**config.mk**
```make
export PLATFORM = sky130hd
export DESIGN_NAME = add_subt_arbiter_flat
export DESIGN_NICKNAME = d
export VERILOG_FILES = /design/src/rtl/add_subt_arbiter_if.sv /design/src/rtl/add_subt_arbiter.sv /design/src/flat_wrapper.sv
export SDC_FILE = /design/constraint.sdc
export NUM_CORES = 1
export LEC_CHECK = 0
export BUFFER_PORTS_ARGS = -buffer_cell sky130_fd_sc_hd__buf_2
export CAP_MARGIN = 20
export CELL_PAD_IN_SITES_DETAIL_PLACEMENT = 1
export CELL_PAD_IN_SITES_GLOBAL_PLACEMENT = 2
export CORE_MARGIN = 5
export CORE_UTILIZATION = 34
export DETAILED_ROUTE_END_ITERATION = 12
export PLACE_DENSITY = 0.84
export SYNTH_ARGS = -nofsm -noshare
export SYNTH_HDL_FRONTEND = slang
export SYNTH_SLANG_ARGS = --single-unit
```
**constraint.sdc**
```tcl
create_clock -name clk -period 4.5 [get_ports clk]
set_input_delay 0.9 -clock clk [delete_from_list [all_inputs] [get_ports clk]]
set_output_delay 0.9 -clock clk [all_outputs]
set_load 0.01 [all_outputs]
```
**src/rtl/add_subt_arbiter_if.sv**
```systemverilog
// Handshake bundle between the two requesters, the add/sub unit and its sequencer.
interface add_subt_arbiter_if;
  logic req_0_i;
  logic req_1_i;
  logic FSM_C_i;
  logic FSM_Select_o;
  logic FSM_Load_o;
  logic busy_o;
  logic grant_o;
  logic done_0_o;
  logic done_1_o;
  logic carry_o;

  modport master (
    output req_0_i, req_1_i, FSM_C_i,
    input  FSM_Select_o, FSM_Load_o, busy_o, grant_o, done_0_o, done_1_o, carry_o
  );

  modport slave (
    input  req_0_i, req_1_i, FSM_C_i,
    output FSM_Select_o, FSM_Load_o, busy_o, grant_o, done_0_o, done_1_o, carry_o
  );
endinterface

```
**src/rtl/add_subt_arbiter.sv**
```systemverilog
// Round-robin sequencer for the shared add/sub unit: select, settle, load, respond.
module add_subt_arbiter #(
  parameter int unsigned SETTLE_CYC = 1
) (
  input logic              clk,
  input logic              rst,
  add_subt_arbiter_if.slave bus
);
  typedef enum logic [1:0] {IDLE, SETTLE, LOAD, RESP} state_t;

  localparam logic [3:0] SETTLE_INIT = 4'(SETTLE_CYC);

  state_t     state;
  logic [3:0] cnt;
  logic       prio;
  logic       win;

  // On a tie the pointer decides; otherwise whoever is asking wins.
  always_comb begin
    win = bus.req_1_i;
    if (bus.req_0_i && bus.req_1_i) win = prio;
  end

  always_ff @(posedge clk) begin
    if (rst) begin
      state            <= IDLE;
      cnt              <= '0;
      prio             <= 1'b0;
      bus.FSM_Select_o <= 1'b0;
      bus.FSM_Load_o   <= 1'b0;
      bus.busy_o       <= 1'b0;
      bus.grant_o      <= 1'b0;
      bus.done_0_o     <= 1'b0;
      bus.done_1_o     <= 1'b0;
      bus.carry_o      <= 1'b0;
    end else begin
      bus.FSM_Load_o <= 1'b0;
      bus.done_0_o   <= 1'b0;
      bus.done_1_o   <= 1'b0;
      case (state)
        IDLE: begin
          if (bus.req_0_i || bus.req_1_i) begin
            bus.FSM_Select_o <= win;
            bus.grant_o      <= win;
            bus.busy_o       <= 1'b1;
            cnt              <= SETTLE_INIT;
            if (SETTLE_CYC == 0) begin
              state          <= LOAD;
              bus.FSM_Load_o <= 1'b1;
            end else begin
              state <= SETTLE;
            end
          end
        end
        SETTLE: begin
          cnt <= cnt - 4'd1;
          if (cnt <= 4'd1) begin
            state          <= LOAD;
            bus.FSM_Load_o <= 1'b1;
          end
        end
        LOAD: begin
          // Done fires even if the granted request was withdrawn meanwhile.
          bus.carry_o  <= bus.FSM_C_i;
          bus.done_0_o <= ~bus.grant_o;
          bus.done_1_o <= bus.grant_o;
          state        <= RESP;
        end
        RESP: begin
          bus.busy_o <= 1'b0;
          prio       <= ~bus.grant_o;
          state      <= IDLE;
        end
        default: state <= IDLE;
      endcase
    end
  end
endmodule

```
**src/flat_wrapper.sv**
```systemverilog
// flat-port wrapper written by rule: the top's interface ports become plain ports
module add_subt_arbiter_flat 
#(
  parameter int unsigned SETTLE_CYC = 1
)
  (clk, rst, bus_req_0_i, bus_req_1_i, bus_FSM_C_i, bus_FSM_Select_o, bus_FSM_Load_o, bus_busy_o, bus_grant_o, bus_done_0_o, bus_done_1_o, bus_carry_o);
  add_subt_arbiter_if bus_i ();
  input logic clk;
  input logic rst;
  input wire logic [$bits(bus_i.req_0_i)-1:0] bus_req_0_i;
  input wire logic [$bits(bus_i.req_1_i)-1:0] bus_req_1_i;
  input wire logic [$bits(bus_i.FSM_C_i)-1:0] bus_FSM_C_i;
  output wire logic [$bits(bus_i.FSM_Select_o)-1:0] bus_FSM_Select_o;
  output wire logic [$bits(bus_i.FSM_Load_o)-1:0] bus_FSM_Load_o;
  output wire logic [$bits(bus_i.busy_o)-1:0] bus_busy_o;
  output wire logic [$bits(bus_i.grant_o)-1:0] bus_grant_o;
  output wire logic [$bits(bus_i.done_0_o)-1:0] bus_done_0_o;
  output wire logic [$bits(bus_i.done_1_o)-1:0] bus_done_1_o;
  output wire logic [$bits(bus_i.carry_o)-1:0] bus_carry_o;
  assign bus_i.req_0_i = bus_req_0_i;
  assign bus_i.req_1_i = bus_req_1_i;
  assign bus_i.FSM_C_i = bus_FSM_C_i;
  assign bus_FSM_Select_o = bus_i.FSM_Select_o;
  assign bus_FSM_Load_o = bus_i.FSM_Load_o;
  assign bus_busy_o = bus_i.busy_o;
  assign bus_grant_o = bus_i.grant_o;
  assign bus_done_0_o = bus_i.done_0_o;
  assign bus_done_1_o = bus_i.done_1_o;
  assign bus_carry_o = bus_i.carry_o;
  add_subt_arbiter #(.SETTLE_CYC(SETTLE_CYC)) u_core (.clk(clk), .rst(rst), .bus(bus_i));
endmodule
```
==> run_results.csv, run 1 <==
group,metric,value,unit
floorplanning,die-area,2860,um2
layout,layout_commonest_cell,"dfxtp_1",
clock_tree,cts_setup_buffers,0,
yosys,netlist-cell-type-count,28,
layout,post-route-cell-area,726,um2
clock_tree,numClockSinks,13,
grt,grt_use_total,11.0,%
grt,grt_pass1_wl,2.28,mm
floorplanning,die_h,53.5,um
layout,diodes,0,
power,pwr_density_cell,647,nW/um2
clock_tree,cts-resized-gates,0,
worst_setup_path,path_max_fanout,5,
run_status,status,"finished, final reports clean",
power,p_leak,0.000310,uW
grt,grt_max_degree,14,
placement,numPortBuffers,11,
timing,finalCritPeriodShare,38.8,%
timing,fmax,572,MHz
clock_tree,cts_buffer_depth,2,
floorplanning,io_pins,12,
clock_tree,clkLatencyLatePin,280,ps
worst_setup_path,cp_cell_sequence,"buf_2",
yosys,synthesis.nets,79,
drt,first_iter_violations,4,
worst_setup_path,cp-end-kind,"output pin",
timing,finalSetupViolations,0,
clock_tree,cts-root-buf,"clkbuf_4",
drt,vias,503,
grt,grt_pass1_vias,513,
timing,fin_setup_tns,0,ps
clock_tree,cts_htree_levels,1,
yosys,ys_seq_area_share,40.5,%
placement,dp_worst_setup_slack,2490,ps
floorplanning,start_util,36.5,%
worst_setup_path,arrival,850,ps
worst_setup_path,required,3600,ps
placement,hpwlAfterDp,1.01,mm
yosys,ys_warn_count,0,
layout,area_growth,12.8,%
timing,clock-skew-final,3.08,ps
worst_hold_path,hp-class,"flop to flop",
job,maxCapViolations,0,
drt,ant_nets,0,
yosys,synth_cells,68,
layout,fin_nets,92,
drt,drc,0,
clock_tree,postCtsHoldBufs,0,
clock_tree,clk_pin_slew,80,ps
layout,drive_gt1_share,23.8,%
drt,routed_wl,1.36,mm
timing,slew_viol_final,0,
timing,rsz0062_at_grt,"no",
layout,stdcell_count,105,
drt,wl_per_cell,13.0,um
yosys,synth-seq-cells,13,
grt,grt_antenna_before_repair,0,
worst_setup_path,crit_type,"flop to output pin",
placement,dpl-instance-area,699,um2
yosys,syn_area,643,um2
clock_tree,cts_buffers,3,
timing,relSlewSlack,65.7,%
floorplanning,core,1760,um2
worst_setup_path,rrSetupSlack,2800,ps
worst_setup_path,max_stage_delay,410,ps
floorplanning,dieWidth,53.5,um
timing,period_minus_slack,1750,ps
layout,post-route-util,41.1,%
timing,worst_slew_pin_slew,511,ps
layout,final_cell_mix,"13 x dfxtp_1, 11 x buf_2, 9 x nor2_1",
worst_setup_path,crit_family,"flip-flops",
worst_setup_path,critPathLaunchType,"flop",
drt,vias_per_cell,4.79,
drt,first_pass_iters,2,
timing,hold_viol_final,0,
placement,place_congestion,0.718,
power,ir_drop,245,uV
yosys,synth_area_per_cell,9.46,um2
timing,worst_slack,2750,ps
grt,overflow,0,
worst_setup_path,critPathSlowestCell,"dfxtp_1",
clock_tree,cts_tree,"done",
placement,placed_cells,101,
worst_setup_path,critPathBufInv,1,
floorplanning,row_count,15,
[kinds of logic (layout without fill, tap and decap cells)]
family / Yosys count / in the layout / synth area share (%)
flip-flops: 13 / 13 / 40.5
adder cells (fa/ha/maj): 6 / 6 / 11.7
buffers and inverters: 8 / 20 / 7.59
multiplexers: 3 / 3 / 4.86
AND/OR/NAND/NOR: 26 / 26 / 21.6
AO/OA/AOI/OAI: 12 / 12 / 13.8
[layout make-up]
class | instances | area [um2]
Tap cell | 25 | 31.3
Inverter | 5 | 18.8
Timing Repair Buffer | 11 | 55.1
Multi-Input combinational cell | 47 | 334
Sequential cell | 13 | 260
Clock buffer | 4 | 26.3
Fill cell | 227 | 1040
[cells in the mapped netlist]
| master | n | area (um2) |
|---|---|---|
| ha_1 | 6 | 75.1 |
| nor3_1 | 1 | 5.00 |
| nand2_2 | 1 | 6.26 |
| nor3b_1 | 3 | 22.5 |
| a32oi_1 | 1 | 8.76 |
| a21o_2 | 1 | 8.76 |
| o21ai_2 | 1 | 8.76 |
| a31oi_1 | 1 | 6.26 |
| nand2_1 | 4 | 15.0 |
| mux2i_1 | 2 | 20.0 |
| buf_6 | 2 | 22.5 |
| a211oi_2 | 1 | 12.5 |
| nand3b_1 | 2 | 15.0 |
| or3b_1 | 1 | 8.76 |
| nand3_1 | 1 | 5.00 |
| a21oi_1 | 3 | 15.0 |
| mux2_2 | 1 | 11.3 |
| inv_1 | 5 | 18.8 |
| o31ai_1 | 1 | 7.51 |
| o21ai_0 | 1 | 5.00 |
| nand4b_1 | 1 | 8.76 |
| dfxtp_1 | 13 | 260 |
| buf_4 | 1 | 7.51 |
| nor2_1 | 9 | 33.8 |
| nand2b_1 | 2 | 12.5 |
| nor4_1 | 1 | 6.26 |
| a2bb2oi_1 | 1 | 8.76 |
| a211oi_1 | 1 | 7.51 |
[power breakdown]
part	total, uW	switching (uW)	internal (uW)
logic	218	122	96.9
registers	178	27.9	150
clock network	73.1	38.8	34.4
[worst paths after layout]
path / startpoint / end / depth (start not counted)
min reg2reg: u_core.prio / u_core.prio / 2
max reg2reg: u_core.state[0] / u_core.cnt[1] / 6
min: u_core.prio / u_core.prio / 2
max: u_core.bus.grant_o / bus_grant_o / 1
[state kept, by name (all words and copies together) (netlist names)]
signal / count
u_core.bus.grant_o: 1
u_core.prio: 1
u_core.bus.done_1_o: 1
u_core.bus.carry_o: 1
u_core.bus.busy_o: 1
u_core.bus.done_0_o: 1
u_core.bus.FSM_Load_o: 1
u_core.cnt: 4
u_core.state: 2
[layer usage]
layer  share of wire [%]  up-vias  routed length, um  track usage (%)
met1                  50      238                685             13.8
met3                 4.6        2                 63             2.82
met4                0.88        0                 12             5.11
met5                   0        -                  0                0
met2                  44        8                598             17.3
li1                    -      255                  -                -
[stage by stage]
stage	hold WS [ps]	total power, uW
6_report	490	470
5_1_grt	544	512
4_1_cts	500	476
3_5_place_dp	479	399
3_3_place_gp	466	393
2_1_floorplan	451	348
No activity file was read; power rests on OpenSTA's default activity.
==> run 2, diff against run 1 <==
ABC_AREA = 1   (was unset)
CORE_UTILIZATION = 28   (was 34)
PLACE_DENSITY = 0.79   (was 0.84)
clock period = 1.83 ns   (was 4.5 ns; I/O delays follow)
==> run_results.csv, run 2 <==
group,metric,value,unit
layout,layout_commonest_cell,"nand2_1",
worst_hold_path,hp-class,"input pin to flop",
grt,grt_antenna_before_repair,0,
placement,hpwlAfterDp,1.20,mm
worst_setup_path,critPathSlowestCell,"dfxtp_1",
yosys,syn_area,638,um2
yosys,synth_common_cells,"20 x nand2_1, 15 x inv_1, 14 x nor2_1",
yosys,synth_enable_flop_cells,0,
power,p_int,686,uW
clock_tree,cts_setup_buffers,0,
power,ir_drop,546,uV
yosys,synth_area_per_cell,7.01,um2
power,p_leak,0.000388,uW
timing,whs,299,ps
floorplanning,io_pins,12,
drt,first_iter_violations,5,
layout,largest_register,"u_core.cnt",
clock_tree,cts_tree,"done",
yosys,muxShareOfSynthArea,0,%
yosys,ys.flop_type,"dfxtp_1",
timing,fin_setup_tns,0,ps
yosys,synthTopCellsByArea,"dfxtp_1 41%, ha_1 12%, nand2_1 12%, inv_1 8.8%, nor2_1 8.2%",
grt,grt_pass1_wl,2.51,mm
drt,ant_nets,0,
worst_setup_path,cp_cell_sequence,"inv_1, ha_1, nand3_1, nand3_1, nand2_1, inv_1, nor2_1",
yosys,ys_seq_area_share,40.8,%
yosys,ys_warn_count,0,
timing,period_minus_slack,1380,ps
layout,diodes,0,
clock_tree,numClockSinks,13,
timing,worst_slew_pin_slew,275,ps
clock_tree,cts_buffers,3,
yosys,synth_fa_ha_area_share,11.8,%
worst_setup_path,critPathLaunchType,"flop",
clock_tree,cts-resized-gates,0,
floorplanning,start_util,29.1,%
grt,grt_pass1_vias,592,
layout,fill_cells,284,
timing,finalSetupViolations,0,
grt,grt_use_total,9.79,%
drt,vias,580,
yosys,synthesis.nets,102,
drt,routed_wl,1.47,mm
floorplanning,dieWidth,57.7,um
run_status,status,"finished, final reports clean",
timing,rsz0062_at_grt,"no",
clock_tree,postCtsHoldBufs,0,
yosys,synthArstFlopShare,0,%
timing,slew_viol_final,0,
worst_setup_path,r2r_cells,7,
clock_tree,cts-root-buf,"clkbuf_4",
power,p_seq_share,36.7,%
timing,hold_viol_final,0,
clock_tree,clkLatencyLatePin,270,ps
power,switching_share,44.3,%
drt,drc,0,
grt,grt_max_degree,10,
placement,place_congestion,0.731,
power,p_clk_share,14.6,%
yosys,synth-compound-area-share,7.25,%
worst_setup_path,cp-end-kind,"flop",
worst_hold_path,worstHoldStart,"rst",
clock_tree,clk_pin_slew,90,ps
floorplanning,row_count,17,
worst_setup_path,timing.rr.start,"u_core.state[0]",
clock_tree,cts_buffer_depth,2,
layout,fin_nets,117,
drt,first_pass_iters,2,
power,pwr_density_cell,1650,nW/um2
drt,vias_per_cell,4.36,
drt,wl_per_cell,11.1,um
yosys,synth_top_area_share,40.8,%
timing,finalCritPeriodShare,75.6,%
grt,overflow,0,
worst_hold_path,min_path_cells,2,
yosys,synth-seq-cells,13,
yosys,synth_cells,91,
layout,largest_reg_flops,4,
timing,clock-skew-final,7.93,ps
yosys,synthXorXnorAreaFrac,0,%
layout,area_growth,17.1,%
floorplanning,core,2190,um2
layout,reg_top3,"u_core.cnt (4), u_core.state (2)",
worst_setup_path,rrSetupSlack,450,ps
worst_setup_path,reg2reg_to,"u_core.cnt[2]",
floorplanning,die-area,3330,um2
layout,final_cell_mix,"20 x nand2_1, 15 x inv_1, 14 x nor2_1",
yosys,netlist-cell-type-count,13,
placement,numPortBuffers,11,
floorplanning,die_h,57.7,um
layout,drive_gt1_share,14.3,%
worst_setup_path,crit_type,"flop to flop",
yosys,synth_top_family_by_area,"simple AND/OR/NAND/NOR gates",
timing,relSlewSlack,81.6,%
worst_setup_path,max_stage_delay,390,ps
clock_tree,cts_htree_levels,1,
worst_setup_path,path_max_fanout,6,
yosys,synthMostInstantiatedCell,"nand2_1",
yosys,yosys.area.top_type,"dfxtp_1",
power,combPwrFrac,48.7,%
timing,fmax,723,MHz
yosys,synthSimpleGateAreaFrac,29.6,%
worst_setup_path,required,2050,ps
worst_setup_path,arrival,1600,ps
power,p_sw,546,uW
worst_hold_path,min_to,"u_core.cnt[1]",
job,maxCapViolations,0,
==> run 2: power groups by stage <==
stage                     combinational [uW]  clock (uW)  sequential (uW)
after floorplan                          448           0              456
after global placement                   592           0              455
after detailed placement                 609           0              462
after CTS                                611         190              455
after global routing                     699         197              472
final                                    600         179              453
==> run 2: final cells by class <==
| type | count | area [um2] | share of cell area, % |
|---|---|---|---|
| inverter | 16 | 60.1 | 8.04 |
| tap | 28 | 35.0 | 4.69 |
| multi-input combinational | 61 | 310 | 41.5 |
| clock buffer | 4 | 26.3 | 3.52 |
| timing repair buffer | 11 | 55.1 | 7.37 |
| sequential | 13 | 260 | 34.8 |
==> run 2: how the worst max path moves through the flow <==
stage | cells past startpoint | from | slack (ps) | endpoint
5_1_grt | 7 | u_core.state[0] | 310 | u_core.cnt[2]
4_1_cts | 7 | u_core.state[0] | 420 | u_core.cnt[2]
3_3_place_gp | 7 | u_core.state[0] | 500 | u_core.cnt[2]
2_1_floorplan | 8 | u_core.state[0] | 670 | u_core.cnt[3]
6_report | 7 | u_core.state[0] | 450 | u_core.cnt[2]
3_5_place_dp | 7 | u_core.state[0] | 460 | u_core.cnt[2]
==> run 2: logic make-up (layout without fill, tap and decap cells) <==
group           count (synthesis)  in the layout
compound gates                  9              9
fa+ha+maj                       6              6
buf+inv                        17             31
flops                          13             13
simple gates                   46             46
==> run 2: routing by layer <==
layer,part of all wire (%),vias to the layer above,routed length (um),GRT usage [%]
met5,0,-,0,0
met4,0.88,0,13,5.96
met3,1.6,2,23,2.00
met2,52,1,758,16.6
met1,46,268,675,11.2
li1,-,309,-,-
==> run 2: critical path, delay by kind of cell (launching register included) <==
family        cells  cell delay, ps
simple gates      4             530
flops             1             390
fa+ha+maj         1             280
buf+inv           2             120
==> run 2: stage by stage <==
| step | worst slack [ps] | instances | total power [uW] | area (um2) | util, % |
|---|---|---|---|---|---|
| after floorplan | 671 | 91 | 904 | 638 | - |
| after global placement | 497 | 129 | 1050 | 721 | 32.9 |
| after detailed placement | 456 | 129 | 1070 | 721 | 32.9 |
| after CTS | 421 | 133 | 1260 | 747 | 34.1 |
| after global routing | 314 | 133 | 1370 | 747 | 34.1 |
| final | 447 | 133 | 1230 | 747 | 34.1 |
